===== src/rtl/posit_decode_pipe_pkg.sv =====
// Shared posit width helpers used by the decode pipe, its interface and the regime counter.
package PositDef;

  // The fraction field width does not depend on es; es is kept for a uniform signature.
  function automatic int getFractionBits(input int width, input int es);
    return width - 3 + (es - es);
  endfunction

  function automatic int getUnsignedRegimeBits(input int width);
    return $clog2(2 * width - 3);
  endfunction

  function automatic int getUnsignedExponentBits(input int width, input int es);
    return getUnsignedRegimeBits(width) + es;
  endfunction

  function automatic int getRegimeCountBits(input int width);
    return $clog2(width);
  endfunction

endpackage


===== src/rtl/posit_decode_pipe_if.sv =====
// Valid/ready input and output bundle of the posit decoder; the decoder takes the slave side.
interface posit_decode_pipe_if
  import PositDef::*;
#(
  parameter int WIDTH = 8,
  parameter int ES    = 1
);

  localparam int expWidth  = getUnsignedExponentBits(WIDTH, ES);
  localparam int fracWidth = getFractionBits(WIDTH, ES);

  logic                 inValid;
  logic                 inReady;
  logic [WIDTH-1:0]     inPosit;
  logic                 outValid;
  logic                 outReady;
  logic                 outSign;
  logic                 outIsZero;
  logic                 outIsInf;
  logic [expWidth-1:0]  outExponent;
  logic [fracWidth-1:0] outFraction;

  modport master (
    output inValid, inPosit, outReady,
    input  inReady, outValid, outSign, outIsZero, outIsInf, outExponent, outFraction
  );

  modport slave (
    input  inValid, inPosit, outReady,
    output inReady, outValid, outSign, outIsZero, outIsInf, outExponent, outFraction
  );

endinterface


===== src/rtl/posit_regime_count.sv =====
// Finds the regime bit and the length of its leading run in the posit body (sign bit removed).
module posit_regime_count
  import PositDef::*;
#(
  parameter int WIDTH = 8
) (
  input  logic [WIDTH-2:0]                       word,
  output logic                                   regimeBit,
  output logic [getRegimeCountBits(WIDTH)-1:0]   runLength
);

  localparam int cntWidth = getRegimeCountBits(WIDTH);

  logic [WIDTH-2:0] flipped;

  // Flipping by the regime bit turns the run into leading zeros; the top bit is
  // always zero after the flip, so the count is at least 1, and an all-zero word
  // means the run fills the whole body.
  always_comb begin
    regimeBit = word[WIDTH-2];
    flipped   = word ^ {(WIDTH-1){regimeBit}};
    runLength = cntWidth'(WIDTH - 1);
    for (int i = 0; i <= WIDTH - 2; i++) begin
      if (flipped[i]) begin
        runLength = cntWidth'(WIDTH - 2 - i);
      end
    end
  end

endmodule


===== src/rtl/posit_decode_pipe.sv =====
// Two-stage posit decoder: S1 negates and counts the regime run, S2 shifts out es/fraction.
module posit_decode_pipe
  import PositDef::*;
#(
  parameter int WIDTH = 8,
  parameter int ES    = 1
) (
  input logic               clock,
  input logic               resetn,
  posit_decode_pipe_if.slave bus
);

  localparam int expWidth   = getUnsignedExponentBits(WIDTH, ES);
  localparam int fracWidth  = getFractionBits(WIDTH, ES);
  localparam int regWidth   = getUnsignedRegimeBits(WIDTH);
  localparam int cntWidth   = getRegimeCountBits(WIDTH);
  localparam int fieldWidth = ES + fracWidth;

  if (WIDTH < 4) begin : gWidthCheck
    $error("posit_decode_pipe: WIDTH must be at least 4");
  end
  if (ES > WIDTH - 3) begin : gEsCheck
    $error("posit_decode_pipe: ES must not exceed WIDTH-3");
  end
  if (expWidth - ES != regWidth) begin : gExpCheck
    $error("posit_decode_pipe: exponent width must equal regime width plus ES");
  end

  logic                 inSign;
  logic                 inZero;
  logic                 inInf;
  logic [WIDTH-2:0]     inBody;
  logic                 inRegimeBit;
  logic [cntWidth-1:0]  inRun;

  logic                 s1Valid;
  logic                 s1Sign;
  logic                 s1Zero;
  logic                 s1Inf;
  logic                 s1RegimeBit;
  logic [WIDTH-2:0]     s1Body;
  logic [cntWidth-1:0]  s1Run;

  logic [regWidth-1:0]   s1URegime;
  logic [fieldWidth-1:0] s1Fields;
  logic [expWidth-1:0]   s1Exponent;
  logic [fracWidth-1:0]  s1Fraction;

  logic s2Valid;
  logic s1Load;
  logic s2Load;

  // A stage loads when it is empty or its current word is leaving.
  assign s2Load       = !s2Valid || bus.outReady;
  assign s1Load       = !s1Valid || s2Load;
  assign bus.inReady  = s1Load;
  assign bus.outValid = s2Valid;

  // Only the bits below the sign matter after negation, so negate in that width.
  always_comb begin
    inSign = bus.inPosit[WIDTH-1];
    inBody = inSign ? -bus.inPosit[WIDTH-2:0] : bus.inPosit[WIDTH-2:0];
    inZero = (bus.inPosit == '0);
    inInf  = (bus.inPosit == {1'b1, {(WIDTH-1){1'b0}}});
  end

  posit_regime_count #(
    .WIDTH(WIDTH)
  ) uRegimeCount (
    .word     (inBody),
    .regimeBit(inRegimeBit),
    .runLength(inRun)
  );

  always_ff @(posedge clock or negedge resetn) begin
    if (!resetn) begin
      s1Valid     <= 1'b0;
      s1Sign      <= 1'b0;
      s1Zero      <= 1'b0;
      s1Inf       <= 1'b0;
      s1RegimeBit <= 1'b0;
      s1Body      <= '0;
      s1Run       <= '0;
    end else if (s1Load) begin
      s1Valid <= bus.inValid;
      if (bus.inValid) begin
        s1Sign      <= inSign;
        s1Zero      <= inZero;
        s1Inf       <= inInf;
        s1RegimeBit <= inRegimeBit;
        s1Body      <= inBody;
        s1Run       <= inRun;
      end
    end
  end

  // Drop the regime run and its terminator by shifting left m+1; bits that fall
  // off the bottom of the body come in as zeros below the field window.
  always_comb begin
    s1URegime = s1RegimeBit ? regWidth'(s1Run) + regWidth'(WIDTH - 3)
                            : regWidth'(WIDTH - 2) - regWidth'(s1Run);
    s1Fields  = fieldWidth'(({s1Body, {fieldWidth{1'b0}}} << ({1'b0, s1Run} + 1'b1)) >> (WIDTH - 1));
    s1Exponent = (expWidth'(s1URegime) << ES) | expWidth'(s1Fields >> fracWidth);
    s1Fraction = s1Fields[fracWidth-1:0];
  end

  always_ff @(posedge clock or negedge resetn) begin
    if (!resetn) begin
      s2Valid         <= 1'b0;
      bus.outSign     <= 1'b0;
      bus.outIsZero   <= 1'b0;
      bus.outIsInf    <= 1'b0;
      bus.outExponent <= '0;
      bus.outFraction <= '0;
    end else if (s2Load) begin
      s2Valid <= s1Valid;
      if (s1Valid) begin
        bus.outIsZero <= s1Zero;
        bus.outIsInf  <= s1Inf;
        if (s1Zero || s1Inf) begin
          bus.outSign     <= 1'b0;
          bus.outExponent <= '0;
          bus.outFraction <= '0;
        end else begin
          bus.outSign     <= s1Sign;
          bus.outExponent <= s1Exponent;
          bus.outFraction <= s1Fraction;
        end
      end
    end
  end

endmodule


===== src/flat_wrapper.sv =====
// flat-port wrapper written by rule: the top's interface ports become plain ports
module posit_decode_pipe_flat import PositDef::*;
#(
  parameter int WIDTH = 8,
  parameter int ES    = 1
)
  (clock, resetn, bus_inValid, bus_inPosit, bus_outReady, bus_inReady, bus_outValid, bus_outSign, bus_outIsZero, bus_outIsInf, bus_outExponent, bus_outFraction);
  posit_decode_pipe_if #(.WIDTH(WIDTH), .ES(ES)) bus_i ();
  input logic clock;
  input logic resetn;
  input wire logic [$bits(bus_i.inValid)-1:0] bus_inValid;
  input wire logic [$bits(bus_i.inPosit)-1:0] bus_inPosit;
  input wire logic [$bits(bus_i.outReady)-1:0] bus_outReady;
  output wire logic [$bits(bus_i.inReady)-1:0] bus_inReady;
  output wire logic [$bits(bus_i.outValid)-1:0] bus_outValid;
  output wire logic [$bits(bus_i.outSign)-1:0] bus_outSign;
  output wire logic [$bits(bus_i.outIsZero)-1:0] bus_outIsZero;
  output wire logic [$bits(bus_i.outIsInf)-1:0] bus_outIsInf;
  output wire logic [$bits(bus_i.outExponent)-1:0] bus_outExponent;
  output wire logic [$bits(bus_i.outFraction)-1:0] bus_outFraction;
  assign bus_i.inValid = bus_inValid;
  assign bus_i.inPosit = bus_inPosit;
  assign bus_i.outReady = bus_outReady;
  assign bus_inReady = bus_i.inReady;
  assign bus_outValid = bus_i.outValid;
  assign bus_outSign = bus_i.outSign;
  assign bus_outIsZero = bus_i.outIsZero;
  assign bus_outIsInf = bus_i.outIsInf;
  assign bus_outExponent = bus_i.outExponent;
  assign bus_outFraction = bus_i.outFraction;
  posit_decode_pipe #(.WIDTH(WIDTH), .ES(ES)) u_core (.clock(clock), .resetn(resetn), .bus(bus_i));
endmodule

===== config.mk =====
export PLATFORM = sky130hd
export DESIGN_NAME = posit_decode_pipe_flat
export DESIGN_NICKNAME = d
export VERILOG_FILES = /design/src/rtl/posit_decode_pipe_pkg.sv /design/src/rtl/posit_decode_pipe_if.sv /design/src/rtl/posit_regime_count.sv /design/src/rtl/posit_decode_pipe.sv /design/src/flat_wrapper.sv
export SDC_FILE = /design/constraint.sdc
export NUM_CORES = 1
export LEC_CHECK = 0
export CAP_MARGIN = 20
export CORE_MARGIN = 3
export CORE_UTILIZATION = 53
export DETAILED_ROUTE_END_ITERATION = 12
export PLACE_DENSITY = 0.79
export SYNTH_ARGS = -nofsm -noshare
export SYNTH_HDL_FRONTEND = slang
export SYNTH_SLANG_ARGS = --single-unit

===== constraint.sdc =====
create_clock -name clock -period 2.59 [get_ports clock]
set_clock_uncertainty 0.15 [all_clocks]
set_input_delay 0.518 -clock clock [delete_from_list [all_inputs] [get_ports clock]]
set_output_delay 0.518 -clock clock [all_outputs]
set_load 0.05 [all_outputs]

==> impl_metrics.csv, run 1 <==
group,metric,value,unit
synth,synth.net_count,187,
global_routing,grt_remaining_overflow,0,
min_path,worstHoldPathType,"reg -> reg",
cts,clock_tree.htree_level_count,1,
placement,detailed_place_hpwl,2664,um
pwr,power.sequential.fraction,39.3,%
pwr,power_frac_comb,49.2,%
timing,report.final.hold_viol_count,0,
pwr,switchingPower,0.6343,mW
worst_setup_path,slowest_stage,"sky130_fd_sc_hd__clkdlybuf4s50_1",
worst_setup_path,startpoint_type,"primary input",
final_layout,antennaDiodeCount,0,
worst_setup_path,cp.buffers_inverters,2,
final_layout,layout.core_utilization,71.27,%
pwr,power.switching_fraction,42.26,%
route,wl_met2,1754,um
pwr,power_frac_clock,11.6,%
route,dr.max_layer_used,"met4",
global_routing,grt_antenna_before_repair,0,
final_layout,n_fill_cell,224,
cts,post-cts-setup-buffer-count,0,
synth,ys_types,44,
synth,synth_enable_flop_cells,0,
timing,fin_setup_tns,0,ns
route,drc_violation_count_after_routing,0,
timing,slew_headroom,58.45,%
timing,max_slew.worst_pin.slew,0.6075,ns
pwr,power_density,738.1,nW/um^2
placement,number_of_port_buffers,26,
worst_setup_path,worstSetupStartpoint,"bus_inPosit[0]",
min_path,worst_hold_startpoint,"u_core.bus.outExponent[4]",
timing,grt_setup_unrepaired,"false",
synth,synth.top_cells.by_area,"sky130_fd_sc_hd__dfrtp_1 (43%), sky130_fd_sc_hd__nand2_1 (8.0%), sky130_fd_sc_hd__o21ai_0 (5.2%), sky130_fd_sc_hd__nand2b_1 (3.8%), sky130_fd_sc_hd__mux2_2 (2.7%)",
cts,clock_tree.root_cell,"sky130_fd_sc_hd__clkbuf_4",
worst_setup_path,setup.worst_path.end_class,"flip-flop",
final_layout,fin_nets,224,
route,met3_wirelength,110,um
floorplanning,initial_standard_cell_utilization_of_the_core,57.54,%
outcome,outcome,"finished clean",
synth,yosysSeqAreaShare,42.68,%
worst_setup_path,worstReg2RegStart,"u_core.s1Run[1]",
synth,yosys_warnings,0,
route,drtPass1Iterations,4,
timing,hold_ws,0.3418,ns
synth,synth.most_common_cell,"sky130_fd_sc_hd__nand2_1",
worst_setup_path,arrival,2.37,ns
floorplanning,die_area,3801,sq um
cts,max-clock-path-buffers,2,
synth,synthDominantAreaCellType,"sky130_fd_sc_hd__dfrtp_1",
route,route.final.wire_length,3321,um
worst_setup_path,ff2ff_setup_slack,0.55,ns
worst_setup_path,worst-r2r-cell-count,6,
synth,yosysTopAreaCellShare,42.68,%
floorplanning,num_rows,19,
cts,cts_tree,"yes",
timing,final_min_period_over_clock_period,87.49,%
route,routed-via-count,1340,
final_layout,area.growth.synth_to_final,23.86,%
pwr,total_leakage_power,0.9019,nW
pwr,peakVddDrop,0.2810,mV
route,antenna_violating_nets_post_route,0,
synth,postSynthAreaPerCell,9.489,sq um
global_routing,grt_first_pass_wirelength,5796,um
floorplanning,die_height,61.66,um
route,detailedRoute.firstIterationViolations,75,
cts,cts-resized-gates,0,
placement,place.gp.congestion,0.8074,
placement,dp_cells,236,
worst_setup_path,slowest_cell_delay_on_critical_path,0.42,ns
final_layout,final_cell_area,2033,sq um
cts,cts_buffers,3,
floorplanning,placeableCoreArea,2853,sq um
worst_setup_path,worst_ep_required_time,2.69,ns
worst_setup_path,setup.worst_path.class,"in -> reg",
cts,post_cts_hold_buffer_count,0,
global_routing,grt_start_max_net_pins,29,
timing,drv_slew,0,
cts,clock_sinks,28,
placement,placed_area,2011,sq um
global_routing,grt_use_total,20.35,%
global_routing,grt_pass1_vias,1328,
floorplanning,chipWidth,61.66,um
worst_setup_path,critical_path.top_delay_family,"buffers and inverters",
route,post_dr_wirelength_cell,13.90,um
synth,ys_flop_type,"sky130_fd_sc_hd__dfrtp_1",
worst_setup_path,crit_path_max_fanout,7,
timing,max_freq,441.3,MHz
synth,netlist_instances,173,
flow_run,maxCapViolCount,0,
synth,synth.top_cells.by_count,"sky130_fd_sc_hd__nand2_1 (35), sky130_fd_sc_hd__dfrtp_1 (28), sky130_fd_sc_hd__o21ai_0 (17)",
route,wl_met1,1419,um
timing,period_needed,2.266,ns
worst_setup_path,worst_r2r_endpoint,"u_core.bus.outExponent[0]",
worst_setup_path,critical_path_cell_by_cell,"clkdlybuf4s50_1 -> inv_1 -> ha_1 -> nand2b_1 -> o41ai_2 -> xor2_1 -> or3_1 -> a31oi_1",
timing,finalSetupViolations,0,
pwr,cellInternalPower,0.8665,mW
worst_setup_path,critical_path_depth,8,
cts,clk_pin_slew_worst_paths,0.13,ns
synth,syn-cell-area,1642,sq um
final_layout,drive_above_1_share,15.38,%
floorplanning,design.portCount,27,
cts,clock_insertion_delay_at_the_later_pin_of_the_skew_report,0.33,ns
synth,ys_seq_elements,28,
worst_setup_path,critical_path.endpoint,"u_core.s1Run[2]",
final_layout,layout.cells.non_filler,239,
route,detail_route.vias_per_cell,5.607,
synth,ys_async_sr_fraction,100.0,%
[tightest hold or removal path, delay by kind of cell, from the launching register on]
kind	cells	cell delay, ns
simple gates	1	0.04
compound gates	1	0.06
flops	1	0.37
[layer usage]
metal  GRT usage (%)  vias to the layer above
met5               0                        -
met4           8.182                        0
met3           1.258                        3
met2           37.67                       31
met1           24.21                      621
li1                -                      685
[power groups by stage]
stage	Clock (mW)	Combinational (mW)	Sequential, mW
finish	0.174	0.738	0.589
global route	0.198	0.801	0.603
CTS	0.183	0.741	0.591
detailed placement	0	0.739	0.600
global placement	0	0.721	0.593
floorplan	0	0.293	0.801
[how the worst min path moves through the flow]
| stage | endpoint | cells past startpoint |
|---|---|---|
| 4_1_cts | u_core.bus.outExponent[4] | 2 |
| 6_report | u_core.bus.outExponent[4] | 2 |
| 2_1_floorplan | u_core.bus.outExponent[0] | 0 |
| 5_1_grt | u_core.bus.outFraction[4] | 2 |
| 3_5_place_dp | u_core.bus.outExponent[4] | 2 |
| 3_3_place_gp | u_core.bus.outExponent[2] | 2 |
[flip-flops by register name (all words and copies together) (netlist names)]
signal	cells
u_core.s1Sign	1
u_core.s1Run	3
u_core.s1Body	7
u_core.bus.outIsZero	1
u_core.bus.outSign	1
u_core.s1Zero	1
u_core.bus.outExponent	5
u_core.bus.outIsInf	1
u_core.bus.outValid	1
u_core.s1Inf	1
u_core.bus.outFraction	5
u_core.s1Valid	1
[cells in the final DEF, fill, tap and decap left out, types with 3 or more instances in the layout]
| cell type | count |
|---|---|
| sky130_fd_sc_hd__nand2_1 | 35 |
| sky130_fd_sc_hd__a22o_1 | 3 |
| sky130_fd_sc_hd__o31ai_1 | 3 |
| sky130_fd_sc_hd__mux2i_1 | 4 |
| sky130_fd_sc_hd__dfrtp_1 | 28 |
| sky130_fd_sc_hd__nand2b_1 | 10 |
| sky130_fd_sc_hd__buf_4 | 14 |
| sky130_fd_sc_hd__a21oi_1 | 6 |
| sky130_fd_sc_hd__nand3_1 | 4 |
| sky130_fd_sc_hd__clkdlybuf4s50_1 | 25 |
| sky130_fd_sc_hd__xor2_1 | 3 |
| sky130_fd_sc_hd__o21ai_0 | 17 |
| sky130_fd_sc_hd__clkbuf_4 | 3 |
| sky130_fd_sc_hd__nor2_1 | 9 |
| sky130_fd_sc_hd__mux2_2 | 4 |
[layout make-up]
type | instances | area [sq um] | area share [%]
Clock buffer | 3 | 22.52 | 1.108
Timing Repair Buffer | 40 | 375.4 | 18.46
Multi-Input combinational cell | 135 | 888.4 | 43.69
Tap cell | 31 | 38.79 | 1.908
Sequential cell | 28 | 700.7 | 34.46
Inverter | 2 | 7.507 | 0.3692
[metrics by stage]
| step | worst slack, ns | power (mW) |
|---|---|---|
| after detailed placement | -0.02660 | 1.339 |
| after global placement | 0.05619 | 1.314 |
| after global routing | 0.1162 | 1.602 |
| final | 0.3241 | 1.501 |
| after floorplan | 0.3144 | 1.094 |
| after CTS | 0.3269 | 1.515 |
[cell families after synthesis]
logic type	share of synthesized area [%]
xor gates and xnor gates	4.650
DFF	42.68
buffers and inverters	3.201
AOI/OAI and AO/OA	20.20
muxes	6.555
adders and majority gates	1.524
and+or+nand+nor	21.19
Power figures use the tool's default switching activity.
==> run 2: changes to the inputs <==
ABC_CLOCK_PERIOD_IN_PS = 2590   (was not set)
==> results of run 2 <==
Same layout as run 1: the final DEF is identical, and so are final timing and power.
==> run 3: changes to the inputs <==
ABC_AREA = 1   (was not set)
CORE_UTILIZATION = 52   (was 53)
==> impl_metrics.csv, run 3 <==
group,metric,value,unit
synth,postSynthAreaPerCell,7.807,sq um
final_layout,biggestRegsByFlops,"u_core.s1Body x7, u_core.bus.outExponent x5, u_core.bus.outFraction x5",
synth,ys_types,29,
timing,final_min_period_over_clock_period,85.36,%
timing,slew_headroom,66.47,%
timing,layout_setup_ws,0.3791,ns
worst_setup_path,critical_path.top_delay_family,"buffers and inverters",
global_routing,grt_pass1_vias,1333,
synth,synth.net_count,210,
worst_setup_path,critical_path_cell_by_cell,"clkdlybuf4s50_1",
final_layout,layout_commonest_cell,"sky130_fd_sc_hd__nand2_1",
worst_setup_path,worst_ep_required_time,1.92,ns
synth,yosysTopAreaCellShare,45.79,%
outcome,outcome,"finished clean",
final_layout,largest_register_ff_count,7,
cts,clock_tree.root_cell,"sky130_fd_sc_hd__clkbuf_4",
final_layout,top_register,"u_core.s1Body",
min_path,worstHoldPathType,"reg -> reg",
synth,synth.most_common_cell,"sky130_fd_sc_hd__nand2_1",
pwr,power_frac_clock,12.6,%
synth,netlist_instances,196,
synth,synthDominantAreaCellType,"sky130_fd_sc_hd__dfrtp_1",
pwr,peakVddDrop,0.7771,mV
timing,hold_ws,0.3484,ns
pwr,power.switching_fraction,44.99,%
cts,post_cts_hold_buffer_count,0,
global_routing,grt_first_pass_wirelength,5485,um
timing,period_needed,2.211,ns
synth,yosysSeqAreaShare,45.79,%
pwr,total_leakage_power,0.9247,nW
cts,clock_insertion_delay_at_the_later_pin_of_the_skew_report,0.34,ns
synth,synth_enable_flop_cells,0,
pwr,cellInternalPower,0.9353,mW
timing,finalSetupViolations,0,
worst_setup_path,startpoint_type,"flip-flop",
timing,max_slew.worst_pin.slew,0.5014,ns
worst_setup_path,setup.worst_path.class,"reg -> out",
route,detailedRoute.firstIterationViolations,23,
pwr,power_frac_comb,50.5,%
synth,ys_async_sr_fraction,100.0,%
route,routed-via-count,1347,
timing,grt_setup_unrepaired,"false",
synth,ys_flop_type,"sky130_fd_sc_hd__dfrtp_1",
floorplanning,initial_standard_cell_utilization_of_the_core,55.02,%
pwr,power.sequential.fraction,37.0,%
cts,cts_buffers,3,
final_layout,area.growth.synth_to_final,23.22,%
cts,clk_pin_slew_worst_paths,0.14,ns
synth,ys_seq_elements,28,
cts,post-cts-setup-buffer-count,0,
timing,drv_slew,0,
cts,max-clock-path-buffers,2,
floorplanning,die_height,60.25,um
global_routing,grt_remaining_overflow,0,
floorplanning,design.portCount,27,
final_layout,fin_nets,240,
worst_setup_path,slowest_cell_delay_on_critical_path,0.81,ns
worst_setup_path,cp.buffers_inverters,1,
timing,fin_setup_tns,0,ns
pwr,power_density,901.7,nW/um^2
cts,cts-resized-gates,0,
synth,syn-cell-area,1530,sq um
synth,synth.top_cells.by_area,"sky130_fd_sc_hd__dfrtp_1 (46%), sky130_fd_sc_hd__nand2_1 (14%), sky130_fd_sc_hd__o21ai_0 (8.8%), sky130_fd_sc_hd__inv_1 (4.9%), sky130_fd_sc_hd__nand3_1 (2.9%)",
route,post_dr_wirelength_cell,11.81,um
final_layout,layout_common_cells,"sky130_fd_sc_hd__nand2_1 (58), sky130_fd_sc_hd__dfrtp_1 (28), sky130_fd_sc_hd__o21ai_0 (27)",
final_layout,n_fill_cell,231,
cts,cts_tree,"yes",
worst_setup_path,crit_path_max_fanout,3,
flow_run,maxCapViolCount,0,
route,drtPass1Iterations,4,
timing,report.final.hold_viol_count,0,
floorplanning,placeableCoreArea,2781,sq um
route,route.final.wire_length,3023,um
floorplanning,num_rows,19,
final_layout,drive_above_1_share,9.333,%
final_layout,antennaDiodeCount,0,
placement,detailed_place_hpwl,2508,um
global_routing,grt_use_total,19.56,%
placement,place_ws,0.1233,ns
cts,clock_sinks,28,
floorplanning,die_area,3629,sq um
cts,clock_tree.htree_level_count,1,
placement,number_of_port_buffers,26,
timing,max_freq,452.3,MHz
route,detail_route.vias_per_cell,5.262,
route,antenna_violating_nets_post_route,0,
pwr,switchingPower,0.7650,mW
placement,place.gp.congestion,0.8307,
global_routing,grt_antenna_before_repair,0,
floorplanning,chipWidth,60.25,um
worst_setup_path,ff2ff_setup_slack,0.75,ns
global_routing,grt_start_max_net_pins,29,
worst_setup_path,slowest_stage,"sky130_fd_sc_hd__clkdlybuf4s50_1",
worst_setup_path,setup.worst_path.end_class,"output port",
worst_setup_path,arrival,1.54,ns
synth,synth.top_cells.by_count,"sky130_fd_sc_hd__nand2_1 (58), sky130_fd_sc_hd__dfrtp_1 (28), sky130_fd_sc_hd__o21ai_0 (27)",
synth,yosys_warnings,0,
route,drc_violation_count_after_routing,0,
[run 3: cell count changes after synthesis, moves of 3 or more]
cell / change
sky130_fd_sc_hd__inv_1: +18
sky130_fd_sc_hd__o21ai_0: +10
sky130_fd_sc_hd__mux2_2: -4
sky130_fd_sc_hd__nand2_1: +23
sky130_fd_sc_hd__nand3_1: +5
sky130_fd_sc_hd__a21oi_1: -3
sky130_fd_sc_hd__inv_2: +3
sky130_fd_sc_hd__mux2i_1: -4
sky130_fd_sc_hd__nand2b_1: -10
[run 3: area by class of cell]
| type | count | area, sq um | share of cell area [%] |
|---|---|---|---|
| tap | 31 | 38.79 | 2.057 |
| sequential | 28 | 700.7 | 37.16 |
| inverter | 23 | 86.33 | 4.579 |
| clock buffer | 4 | 36.28 | 1.924 |
| timing repair buffer | 30 | 300.3 | 15.93 |
| multi-input combinational | 140 | 723.2 | 38.35 |
[run 3: layer usage]
| metal | global-route usage [%] | wire length, um | vias up |
|---|---|---|---|
| met1 | 21.91 | 1292 | 613 |
| li1 | - | - | 695 |
| met2 | 36.73 | 1502 | 30 |
| met4 | 8.861 | 94 | 0 |
| met3 | 1.728 | 133 | 9 |
| met5 | 0 | 0 | - |
[run 3: power groups by stage]
stage	registers (mW)	logic [mW]	clock network [mW]
after CTS	0.630	0.865	0.216
after detailed placement	0.639	0.864	0
after global routing	0.646	0.934	0.229
after global placement	0.630	0.848	0
after floorplan	0.891	0.330	0
final	0.629	0.858	0.213
[run 3: cells by family (layout without fill, tap and decap cells)]
kind of cell	after synthesis	after routing	synth area share, %
buffers and inverters	28	57	6.949
DFF	28	28	45.79
AOI/OAI and AO/OA	43	43	16.27
adders and majority gates	2	2	1.635
and+or+nand+nor	87	87	23.79
xor gates and xnor gates	8	8	5.560
[run 3: worst paths after layout]
path                       depth (start not counted)                 start                        end
min                                                2  u_core.bus.outIsZero       u_core.bus.outIsZero
min reg2reg                                        2  u_core.bus.outIsZero       u_core.bus.outIsZero
max                                                1   u_core.bus.outValid               bus_outValid
min in group asynchronous                          2                resetn           u_core.s1Body[1]
max in group asynchronous                          2                resetn  u_core.bus.outExponent[3]
max reg2reg                                        4       u_core.s1Run[0]  u_core.bus.outExponent[0]
[run 3: stage by stage]
stage | util (%) | cells | area (sq um) | total power, mW
floorplan | - | 196 | 1530 | 1.222
global placement | 66.49 | 252 | 1849 | 1.477
detailed placement | 66.49 | 252 | 1849 | 1.503
CTS | 67.79 | 256 | 1886 | 1.711
global route | 67.79 | 256 | 1886 | 1.809
finish | 67.79 | 256 | 1886 | 1.700
